**src/rtl/alu_pipe_pkg.sv**
```systemverilog
// Shared definitions for the pipelined ALU: default width, opcodes, FSM states, flag positions.
package alu_pipe_pkg;

  localparam int DEFAULT_WORD_SIZE = 16;

  localparam logic [3:0] ALU_ADD  = 4'd0;
  localparam logic [3:0] ALU_SUB  = 4'd1;
  localparam logic [3:0] ALU_MUL  = 4'd2;
  localparam logic [3:0] ALU_SLT  = 4'd3;
  localparam logic [3:0] ALU_AND  = 4'd4;
  localparam logic [3:0] ALU_OR   = 4'd5;
  localparam logic [3:0] ALU_XOR  = 4'd6;
  localparam logic [3:0] ALU_SLL  = 4'd7;
  localparam logic [3:0] ALU_SLTS = 4'd8;
  localparam logic [3:0] ALU_SRL  = 4'd9;
  localparam logic [3:0] ALU_SRA  = 4'd10;
  localparam logic [3:0] ALU_MULH = 4'd11;

  localparam int FLAG_Z = 3;
  localparam int FLAG_N = 2;
  localparam int FLAG_C = 1;
  localparam int FLAG_V = 0;

  typedef enum logic [1:0] {
    IDLE = 2'd0,
    MUL  = 2'd1,
    DONE = 2'd2
  } state_t;

endpackage

```
**src/rtl/alu_mul_seq.sv**
```systemverilog
// Iterative shift-add multiplier: one multiplier bit per cycle, LSB first.
module alu_mul_seq import alu_pipe_pkg::*; #(
  parameter int WORD_SIZE = DEFAULT_WORD_SIZE
) (
  input  logic                   clk,
  input  logic                   reset,
  input  logic                   start,
  input  logic [WORD_SIZE-1:0]   a,
  input  logic [WORD_SIZE-1:0]   b,
  output logic                   done,
  output logic [2*WORD_SIZE-1:0] product
);

  localparam int CNT_W = $clog2(WORD_SIZE);
  localparam logic [CNT_W-1:0] LAST = CNT_W'(WORD_SIZE - 1);

  logic [2*WORD_SIZE-1:0] mcand;
  logic [2*WORD_SIZE-1:0] acc;
  logic [2*WORD_SIZE-1:0] acc_next;
  logic [WORD_SIZE-1:0]   mplier;
  logic [CNT_W-1:0]       cnt;
  logic                   busy;

  // done/product expose the final iteration combinationally so the caller
  // can register the result on the same edge the last bit is consumed.
  assign acc_next = acc + (mplier[0] ? mcand : '0);
  assign product  = acc_next;
  assign done     = busy && (cnt == LAST);

  always_ff @(posedge clk) begin
    if (reset) begin
      mcand  <= '0;
      acc    <= '0;
      mplier <= '0;
      cnt    <= '0;
      busy   <= 1'b0;
    end else if (start) begin
      mcand  <= {{WORD_SIZE{1'b0}}, a};
      mplier <= b;
      acc    <= '0;
      cnt    <= '0;
      busy   <= 1'b1;
    end else if (busy) begin
      acc    <= acc_next;
      mcand  <= mcand << 1;
      mplier <= mplier >> 1;
      cnt    <= cnt + 1'b1;
      if (cnt == LAST) begin
        busy <= 1'b0;
      end
    end
  end

endmodule

```
**src/rtl/alu_pipe.sv**
```systemverilog
// Pipelined ALU with valid/ready handshakes, Z/N/C/V flags and a sequential multiplier.
module alu_pipe import alu_pipe_pkg::*; #(
  parameter int WORD_SIZE = DEFAULT_WORD_SIZE
) (
  input  logic                 clk,
  input  logic                 reset,
  input  logic                 in_valid,
  output logic                 in_ready,
  input  logic [3:0]           op,
  input  logic [WORD_SIZE-1:0] in1,
  input  logic [WORD_SIZE-1:0] in2,
  output logic                 out_valid,
  input  logic                 out_ready,
  output logic [WORD_SIZE-1:0] out,
  output logic [3:0]           flags,
  output logic                 illegal
);

  localparam int SHAMT_W = $clog2(WORD_SIZE);
  localparam int MSB     = WORD_SIZE - 1;

  state_t                 state;
  logic                   accept;
  logic                   is_mul;
  logic                   mul_high;
  logic                   mul_done;
  logic [2*WORD_SIZE-1:0] product;
  logic [WORD_SIZE-1:0]   mul_res;
  logic [3:0]             mul_flags;
  logic [SHAMT_W-1:0]     shamt;
  logic [WORD_SIZE:0]     sum;
  logic [WORD_SIZE:0]     diff;
  logic [WORD_SIZE-1:0]   res;
  logic [3:0]             res_flags;
  logic                   res_illegal;
  logic                   c;
  logic                   v;

  assign in_ready  = (state == IDLE) || ((state == DONE) && out_ready);
  assign out_valid = (state == DONE);
  assign accept    = in_valid && in_ready;
  assign is_mul    = (op == ALU_MUL) || (op == ALU_MULH);
  assign shamt     = in2[SHAMT_W-1:0];
  assign sum       = {1'b0, in1} + {1'b0, in2};
  assign diff      = {1'b0, in1} - {1'b0, in2};

  always_comb begin
    res         = '0;
    c           = 1'b0;
    v           = 1'b0;
    res_illegal = 1'b0;
    case (op)
      ALU_ADD: begin
        res = sum[WORD_SIZE-1:0];
        c   = sum[WORD_SIZE];
        v   = (in1[MSB] == in2[MSB]) && (sum[MSB] != in1[MSB]);
      end
      ALU_SUB: begin
        res = diff[WORD_SIZE-1:0];
        c   = diff[WORD_SIZE];
        v   = (in1[MSB] != in2[MSB]) && (diff[MSB] != in1[MSB]);
      end
      ALU_SLT:  res = WORD_SIZE'(in1 < in2);
      ALU_AND:  res = in1 & in2;
      ALU_OR:   res = in1 | in2;
      ALU_XOR:  res = in1 ^ in2;
      ALU_SLL:  res = in1 << shamt;
      ALU_SLTS: res = WORD_SIZE'($signed(in1) < $signed(in2));
      ALU_SRL:  res = in1 >> shamt;
      ALU_SRA:  res = $unsigned($signed(in1) >>> shamt);
      ALU_MUL, ALU_MULH: res = '0;
      default:  res_illegal = 1'b1;
    endcase

    res_flags = '0;
    if (!res_illegal) begin
      res_flags[FLAG_Z] = (res == '0);
      res_flags[FLAG_N] = res[MSB];
      res_flags[FLAG_C] = c;
      res_flags[FLAG_V] = v;
    end
  end

  always_comb begin
    mul_res           = mul_high ? product[2*WORD_SIZE-1:WORD_SIZE] : product[WORD_SIZE-1:0];
    mul_flags         = '0;
    mul_flags[FLAG_Z] = (mul_res == '0);
    mul_flags[FLAG_N] = mul_res[MSB];
    mul_flags[FLAG_C] = |product[2*WORD_SIZE-1:WORD_SIZE];
  end

  alu_mul_seq #(
    .WORD_SIZE (WORD_SIZE)
  ) u_mul (
    .clk     (clk),
    .reset   (reset),
    .start   (accept && is_mul),
    .a       (in1),
    .b       (in2),
    .done    (mul_done),
    .product (product)
  );

  always_ff @(posedge clk) begin
    if (reset) begin
      state    <= IDLE;
      out      <= '0;
      flags    <= '0;
      illegal  <= 1'b0;
      mul_high <= 1'b0;
    end else begin
      case (state)
        // IDLE and DONE share the accept path; DONE accepts only when the
        // current result is consumed in the same cycle (in_ready gates that).
        IDLE, DONE: begin
          if (accept) begin
            if (is_mul) begin
              state    <= MUL;
              mul_high <= (op == ALU_MULH);
            end else begin
              state   <= DONE;
              out     <= res;
              flags   <= res_flags;
              illegal <= res_illegal;
            end
          end else if ((state == DONE) && out_ready) begin
            state <= IDLE;
          end
        end
        MUL: begin
          if (mul_done) begin
            state   <= DONE;
            out     <= mul_res;
            flags   <= mul_flags;
            illegal <= 1'b0;
          end
        end
        default: state <= IDLE;
      endcase
    end
  end

endmodule

```
**config.mk**
```make
export PLATFORM = sky130hd
export DESIGN_NAME = alu_pipe
export DESIGN_NICKNAME = d
export VERILOG_FILES = /design/src/rtl/alu_pipe_pkg.sv /design/src/rtl/alu_mul_seq.sv /design/src/rtl/alu_pipe.sv
export SDC_FILE = /design/constraint.sdc
export NUM_CORES = 1
export LEC_CHECK = 0
export CAP_MARGIN = 25
export CORE_MARGIN = 3
export CORE_UTILIZATION = 40
export DETAILED_ROUTE_END_ITERATION = 10
export DONT_BUFFER_PORTS = 1
export HOLD_SLACK_MARGIN = 0.02
export PLACE_DENSITY = 0.51
export SLEW_MARGIN = 20
export SYNTH_ARGS = -nofsm -noshare
export SYNTH_HDL_FRONTEND = slang
export SYNTH_HIERARCHICAL = 1
export SYNTH_SLANG_ARGS = --single-unit
```
**constraint.sdc**
```tcl
create_clock -name clk -period 5.1 [get_ports clk]
set_input_delay 0.765 -clock clk [delete_from_list [all_inputs] [get_ports clk]]
set_output_delay 0.765 -clock clk [all_outputs]
set_load 0.005 [all_outputs]
```
==> results.md, run 1 <==
* Status: finished clean
* Cells after Synth at roughly 1500
* Worst EP arrival at approximately 4.7 ns
* Register Area at 0.00219 mm²
* Post-CTS setup buffers at 0
* Top cell type's share of synthesized area at 0.191
* Worst path required time at 5.39 ns
* Mapped Area at between 0.01 and 0.015 mm²
* Area occupied by multi-input gates at roughly 0.0086 mm²
* PwrDens at 186 mW/mm²
* H-tree depth at 3
* Critical-path top delay cell: dfxtp_1
* I/O pins at 63
* First-pass GRT wire length at approximately 62000 µm
* Critical R2R Capture: flags[3]
* Overall Global Routing Usage at 0.259
* Die width at 175 µm
* RePlAce Congestion at approximately 0.96
* Reg2reg setup slack at slightly above 0.7 ns
* Vias in the first global route at roughly 10000
* Maximum clock rate at roughly 230 MHz
* WP buf/inv at 0
* Aggregate negative setup slack at 0 ns
* Final setup violation count at 0
* Die Y at ~180 µm
* Core Region at roughly 0.028 mm²
* Ant diodes at 0
* Total power at between 2000 and 2500 µW
* Static leakage at roughly 0.0047 µW
* WHS Path Cells at 1
* Netlist cell types at 97
* Sink Count at 109
* Total gr overflow at 0
* Hold WC Path Type: in -> reg
* # hold bufs at CTS at 0
* Worst vdd ir at 0.000164 V
* Crit share post-route at 0.860
* PortBufs at 0
* Commonest non-fill, non-tap cell in the layout: nor2_1
* Crit-path cells: and2_1 > ha_1 > fa_1 > a21o_1 > a21oi_1 > o21ai_1 > and2_1 > a31oi_1 > a21oi_1 > or3_1 > xor2_1 > mux2i_1 > nand4_1 > nor4_1 > nand3_1 > o21ai_0 > nand2_1 > o31ai_2
* Asr flop ratio synth at 0
* Largest net degree at the start of global routing at between 60 and 70
* Worst Skew at 0.0135 ns
* Post-synth top area cell: dfxtp_1
* CTS Buffer Depth at 2
* Synth Net Count at 1605
* Drt total wl at slightly above 40000 µm
* 1st-iter DRT viols at about 1200
* CP max stage delay at around 0.50 ns
* Detail Placement HPWL at roughly 30000 µm
* MaxCap Viol Count at 0
* Synthesis warning total at 6
* Worst reg2reg path startpoint: u_mul/mplier[0]
* Crit Path Class: reg -> reg
* Area delta synth->final at 3.76%
* PostCTS Resize Cnt at 0
* Worst r2r path cells at 18
* Worst path top cell family by delay: simple AND/OR/NAND/NOR gates
* Critical Path Source: u_mul/mplier[0]
* DRT antenna net count at 0
* Hold Violations, Final at 0
* Top FF cell, synth: dfxtp_1
* CP startpoint kind: flip-flop
* Initial core utilization at 0.409
* Antenna violations before repair at 0
* Worst slew pin tran at roughly 0.93 ns
* FF+latch count, synth at 109
* Via density at approximately 6.3
* Synth Area per Inst at 7.75 µm²
* Total number of vias at approximately 11000
* Highest-count cells in the layout ignoring fill and taps: nor2_1 (187), a21oi_1 (121), dfxtp_1 (108), mux2i_1 (101), ha_1 (87)
* Post-layout minimum cycle time at between 4 and 5 ns
* Setup crit end: flags[3]
* Placement-stage worst setup slack at between 0.7 and 0.8 ns
* RSZ-0062 raised after global routing: no
* Layout Nets at 1519
* Die ar. at about 0.031 mm²
* Num CTS Buffers at 9
* Rel. slew slack at 0.363
* Critical Path Stages at 18
* Fraction of layout cells with a size suffix above 1 at 0.0638
* Wirelength per Cell at 22.9 µm
* Pins Over Slew Limit at 0
* CP Capture Type: flip-flop
* CTS Root Cell: clkbuf_16
* Worst skew pair latency at 0.37 ns
* DRC viols at 0
* CP max FO at 19
* Sequential share of the synthesized area at 0.191
* CTS tree: done
* Post-route setup slack at a little over 0.7 ns
* Synth top area cells: dfxtp_1 (19%), ha_1 (9.5%), mux2i_1 (8.8%)
* Row Count at 61
* Fillcell total at 2926
* EDFF count, synth at 0
* Worst-path clk slew at roughly 0.080 ns
* First-pass detailed-route iteration total at 8
worst register-to-register path: stages, from the launching register on:
cell	delay, ns
dfxtp_1	0.50
and2_1	0.24
ha_1	0.22
fa_1	0.41
a21o_1	0.19
a21oi_1	0.27
o21ai_1	0.15
and2_1	0.19
a31oi_1	0.32
a21oi_1	0.17
or3_1	0.39
xor2_1	0.18
mux2i_1	0.21
nand4_1	0.13
nor4_1	0.31
nand3_1	0.11
o21ai_0	0.16
nand2_1	0.10
o31ai_2	0.07
cell usage after synthesis, types with 5 or more instances:
cell,instances
nand2_1,86
and3_1,12
nand2b_1,13
a2111oi_0,5
nor3_1,24
mux2_2,8
mux2i_1,101
mux4_2,17
o311ai_0,5
o2111ai_1,8
nand4_1,20
ha_1,87
a32oi_1,6
buf_1,9
o21ai_0,51
nor2b_1,18
a211oi_1,29
buf_2,19
nor4_1,15
a221oi_1,6
o31ai_1,7
a21oi_1,122
a31oi_1,13
buf_6,5
inv_1,61
dfxtp_1,109
o31a_1,5
nand3_1,39
xnor2_1,19
or3_1,7
nor2_1,187
a211o_1,8
o21bai_1,10
nor3b_1,15
a21o_1,37
and2_1,41
nand3b_1,7
clkbuf_1,75
a31o_2,7
o22ai_1,12
o21a_1,12
xor2_1,15
o211ai_1,24
flip-flops by register name, summed over array words and instances (netlist names):
signal / cells
u_mul/acc: 32
u_mul/mcand: 32
out: 16
u_mul/mplier: 16
flags: 4
u_mul/cnt: 4
state: 2
illegal: 1
mul_high: 1
u_mul/busy: 1
layer usage:
metal  global-route usage  vias to the layer above  routed length (µm)
li1                     -                     5274                   -
met1                0.391                     5437               19700
met2                0.366                      473               16700
met3               0.0702                       47                3630
met4               0.0542                        0                 607
met5                    0                        -                   0
worst min-delay path by stage:
stage,startpoint,to
after detailed placement,out[3],out[3]
final,reset,illegal
after CTS,reset,u_mul/busy
after floorplan,out[14],out[14]
after global routing,reset,u_mul/busy
after global placement,out[14],out[14]
cell families (layout without fill, tap and decap cells):
group	count (synthesis)	in the layout	share of synthesized area
AND/OR/NAND/NOR	511	511	0.222
AO/OA/AOI/OAI	429	429	0.261
buffers and inverters	172	91	0.0625
multiplexers	130	130	0.137
flip-flops	109	109	0.191
adder cells (fa/ha/maj)	90	90	0.101
XOR/XNOR	34	34	0.0261
through the flow:
stage	instance area, µm²	hold slack [ns]	instances	utilization
6_report	11900	0.454	1772	0.424
3_3_place_gp	11500	0.454	1753	0.412
4_1_cts	11800	0.436	1771	0.424
5_1_grt	11900	0.430	1772	0.424
3_5_place_dp	11500	0.459	1755	0.413
2_1_floorplan	11400	0.448	1475	-
power breakdown:
part | leakage [µW] | internal (µW) | total, µW | switching (µW)
sequential | 0.000883 | 872 | 900 | 27.8
combinational | 0.00371 | 206 | 539 | 333
clock | 0.000151 | 402 | 765 | 363
cell type report:
cell class | instances | share of cell area
clock buffers | 11 | 0.0205
repair buffers | 13 | 0.00876
clock inverters | 5 | 0.00549
inverters | 62 | 0.0196
flip-flops and latches | 109 | 0.184
well taps | 378 | 0.0399
multi-input cells | 1194 | 0.721
Power figures use the tool's default switching activity.
==> run 2, diff against run 1 <==
--- a/config.mk
+++ b/config.mk
@@ -12,6 +12,7 @@
 export DONT_BUFFER_PORTS = 1
 export HOLD_SLACK_MARGIN = 0.02
 export PLACE_DENSITY = 0.51
+export REMOVE_ABC_BUFFERS = 1
 export SLEW_MARGIN = 20
 export SYNTH_ARGS = -nofsm -noshare
 export SYNTH_HDL_FRONTEND = slang
==> run 2 against run 1 <==
Critical path depth shrank 5. Sequential power decreased by 0.9%. Largest power group unchanged. Register-to-register slack gained 0.02 ns. Largest cell class unchanged.
==> results.md, run 2 (synthesized netlist as in run 1, its figures left out) <==
* Status: finished clean
* Vias in the first global route at 10200 (+0.32%)
* Worst EP arrival at 4.61 ns (-0.07 ns)
* Sink Count at 109 (unchanged)
* Total number of vias at 11100 (-1.5%)
* CP Capture Type: flip-flop
* Critical-path top delay cell: nor4_1
* CP max stage delay at 0.64 ns (+0.14 ns)
* Hold WC Path Type: in -> reg
* Post-layout minimum cycle time at 4.37 ns (-0.0170 ns)
* Commonest non-fill, non-tap cell in the layout: nor2_1
* 1st-iter DRT viols at 1123 (-4.4%)
* Largest regs: u_mul/acc x32, u_mul/mcand x32
* RSZ-0062 raised after global routing: no
* Fraction of layout cells with a size suffix above 1 at 0.0659 (+0.00201)
* Die width at 175 µm (unchanged)
* Worst Skew at 0.0120 ns (-0.00148 ns)
* Crit Path Class: reg -> reg
* DRT antenna net count at 0 (unchanged)
* Largest net degree at the start of global routing at 68 (unchanged)
* Grt met1 use at 0.401 (+0.00963)
* DRC viols at 0 (unchanged)
* Area delta synth->final at 4.03%
* Static leakage at 0.00476 µW (+0.29%)
* Antenna violations before repair at 0 (unchanged)
* # hold bufs at CTS at 0 (unchanged)
* CTS tree: done
* CTS Buffer Depth at 2 (unchanged)
* Worst vdd ir at 0.000150 V (-8.9%)
* Detail Placement HPWL at 30800 µm (+2.5%)
* Total power at 2240 µW (+1.6%)
* Crit share post-route at 0.857 (-0.00333)
* PortBufs at 0 (unchanged)
* Overall Global Routing Usage at 0.266 (+0.00662)
* CP max FO at 26 (+7)
* Core Region at 0.0279 mm² (unchanged)
* Num CTS Buffers at 9 (unchanged)
* WP buf/inv at 1 (+1)
* First-pass GRT wire length at 63800 µm (+2.4%)
* CP startpoint kind: flip-flop
* Via density at 6.24 (-1.6%)
* Worst skew pair latency at 0.38 ns (about the same)
* Initial core utilization at 0.409 (unchanged)
* PwrDens at 188 mW/mm² (+1.3%)
* Post-DP Area at 0.0116 mm² (+0.23%)
* H-tree depth at 3 (unchanged)
* I/O pins at 63 (unchanged)
* GRT Max-Usage Layer: met1
* Highest-count cells in the layout ignoring fill and taps: nor2_1 (187), a21oi_1 (121), dfxtp_1 (108), mux2i_1 (101), ha_1 (87)
* First-pass detailed-route iteration total at 5 (-3)
* PostCTS Resize Cnt at 0 (unchanged)
* Worst path top cell family by delay: compound AO/OA/AOI/OAI gates
* Post-CTS setup buffers at 0 (unchanged)
* Drt total wl at 41500 µm (+2.2%)
* Worst slew pin tran at 0.923 ns (-0.00768 ns)
* RePlAce Congestion at 0.961 (+0.62%)
* Final setup violation count at 0 (unchanged)
* Worst-path clk slew at 0.08 ns (about the same)
* MaxCap Viol Count at 0 (unchanged)
* Rel. slew slack at 0.383 (+0.0199)
* Wirelength per Cell at 23.4 µm (+2.1%)
* M2 GR Usage at 0.372 (+0.00618)
* Post-route cell area at 0.0119 mm² (+0.26%)
* CTS Root Cell: clkbuf_16
* Hold Violations, Final at 0 (unchanged)
* Maximum clock rate at 229 MHz (+0.39%)
* CP dominant cell by count: a31oi_1
* Finished Layout Cells at 1775 (+0.17%)
* Total gr overflow at 0 (unchanged)
* Ant diodes at 0 (unchanged)
* Hold Slack at 0.449 ns (-0.00469 ns)
* Row Count at 61 (unchanged)
* Worst path required time at 5.34 ns (-0.05 ns)
* Layout Nets at 1522 (+0.20%)
* Placed instance count at 1759 (+0.23%)
* Die Y at 175 µm (unchanged)
* Met3 global-route usage at 0.0708 (+0.000652)
* Die ar. at 0.0306 mm² (unchanged)
* Pins Over Slew Limit at 0 (unchanged)
* Crit-path cells: buf_4 > and2_1 > ha_1 > a21oi_1 > o21ai_0 > a2111oi_0 > o211ai_1 > a31oi_1 > xnor2_1 > nor4_1 > a41oi_1 > a31oi_1 > a31oi_1
-- run 2: changes by cell type in the layout (fill, tap and decap cells not counted), sizes merged --
cell and delta:
bufinv +1, clkdlybuf4s18 -1, inv -1, clkbuf -1, clkinvlp +2, buf +4, clkinv -1
-- run 2: per-stage QoR --
step | setup TNS [ns] | utilization | setup WS [ns]
5_1_grt | 0 | 0.426 | 0.351
3_5_place_dp | 0 | 0.414 | 0.836
3_3_place_gp | 0 | 0.414 | 0.944
6_report | 0 | 0.426 | 0.731
2_1_floorplan | -39.59 | - | -1.37
4_1_cts | 0 | 0.426 | 0.802
-- run 2: cell type report --
type	instances	area, µm²
clock buffers	10	229
flip-flops and latches	109	2190
fillers	2951	16000
repair buffers	16	120
well taps	378	473
multi-input cells	1194	8550
inverters	62	233
clock inverters	6	95.1
-- run 2: worst reg2reg max path: cells and delay by family (launching register included) --
kind                     cells  cell delay, ns
XOR/XNOR                     1            0.18
buffers and inverters        1            0.33
adder cells (fa/ha/maj)      1            0.33
flip-flops                   1            0.47
AND/OR/NAND/NOR              2            0.84
AO/OA/AOI/OAI                8            2.10
-- run 2: path summary, 6_finish.rpt --
path              slack [ns]  depth (start not counted)            start          to
hold reg to reg         0.47                          2           out[2]      out[2]
setup reg to reg        0.73                         13  u_mul/mplier[0]    flags[1]
setup / recovery        0.73                         13  u_mul/mplier[0]    flags[1]
hold / removal          0.45                          1            reset  u_mul/busy
-- run 2: routing by layer --
layer / wire [µm] / share of wire
met2: 16700 / 0.40
met5: 0 / 0
met4: 877 / 0.021
met1: 20300 / 0.49
met3: 3570 / 0.086
-- run 2: where the power goes --
part | internal, µW | switching [µW] | leakage (µW)
logic | 207 | 339 | 0.00372
clock network | 437 | 365 | 0.000151
registers | 872 | 19.7 | 0.000883
total | 1520 | 723 | 0.00476
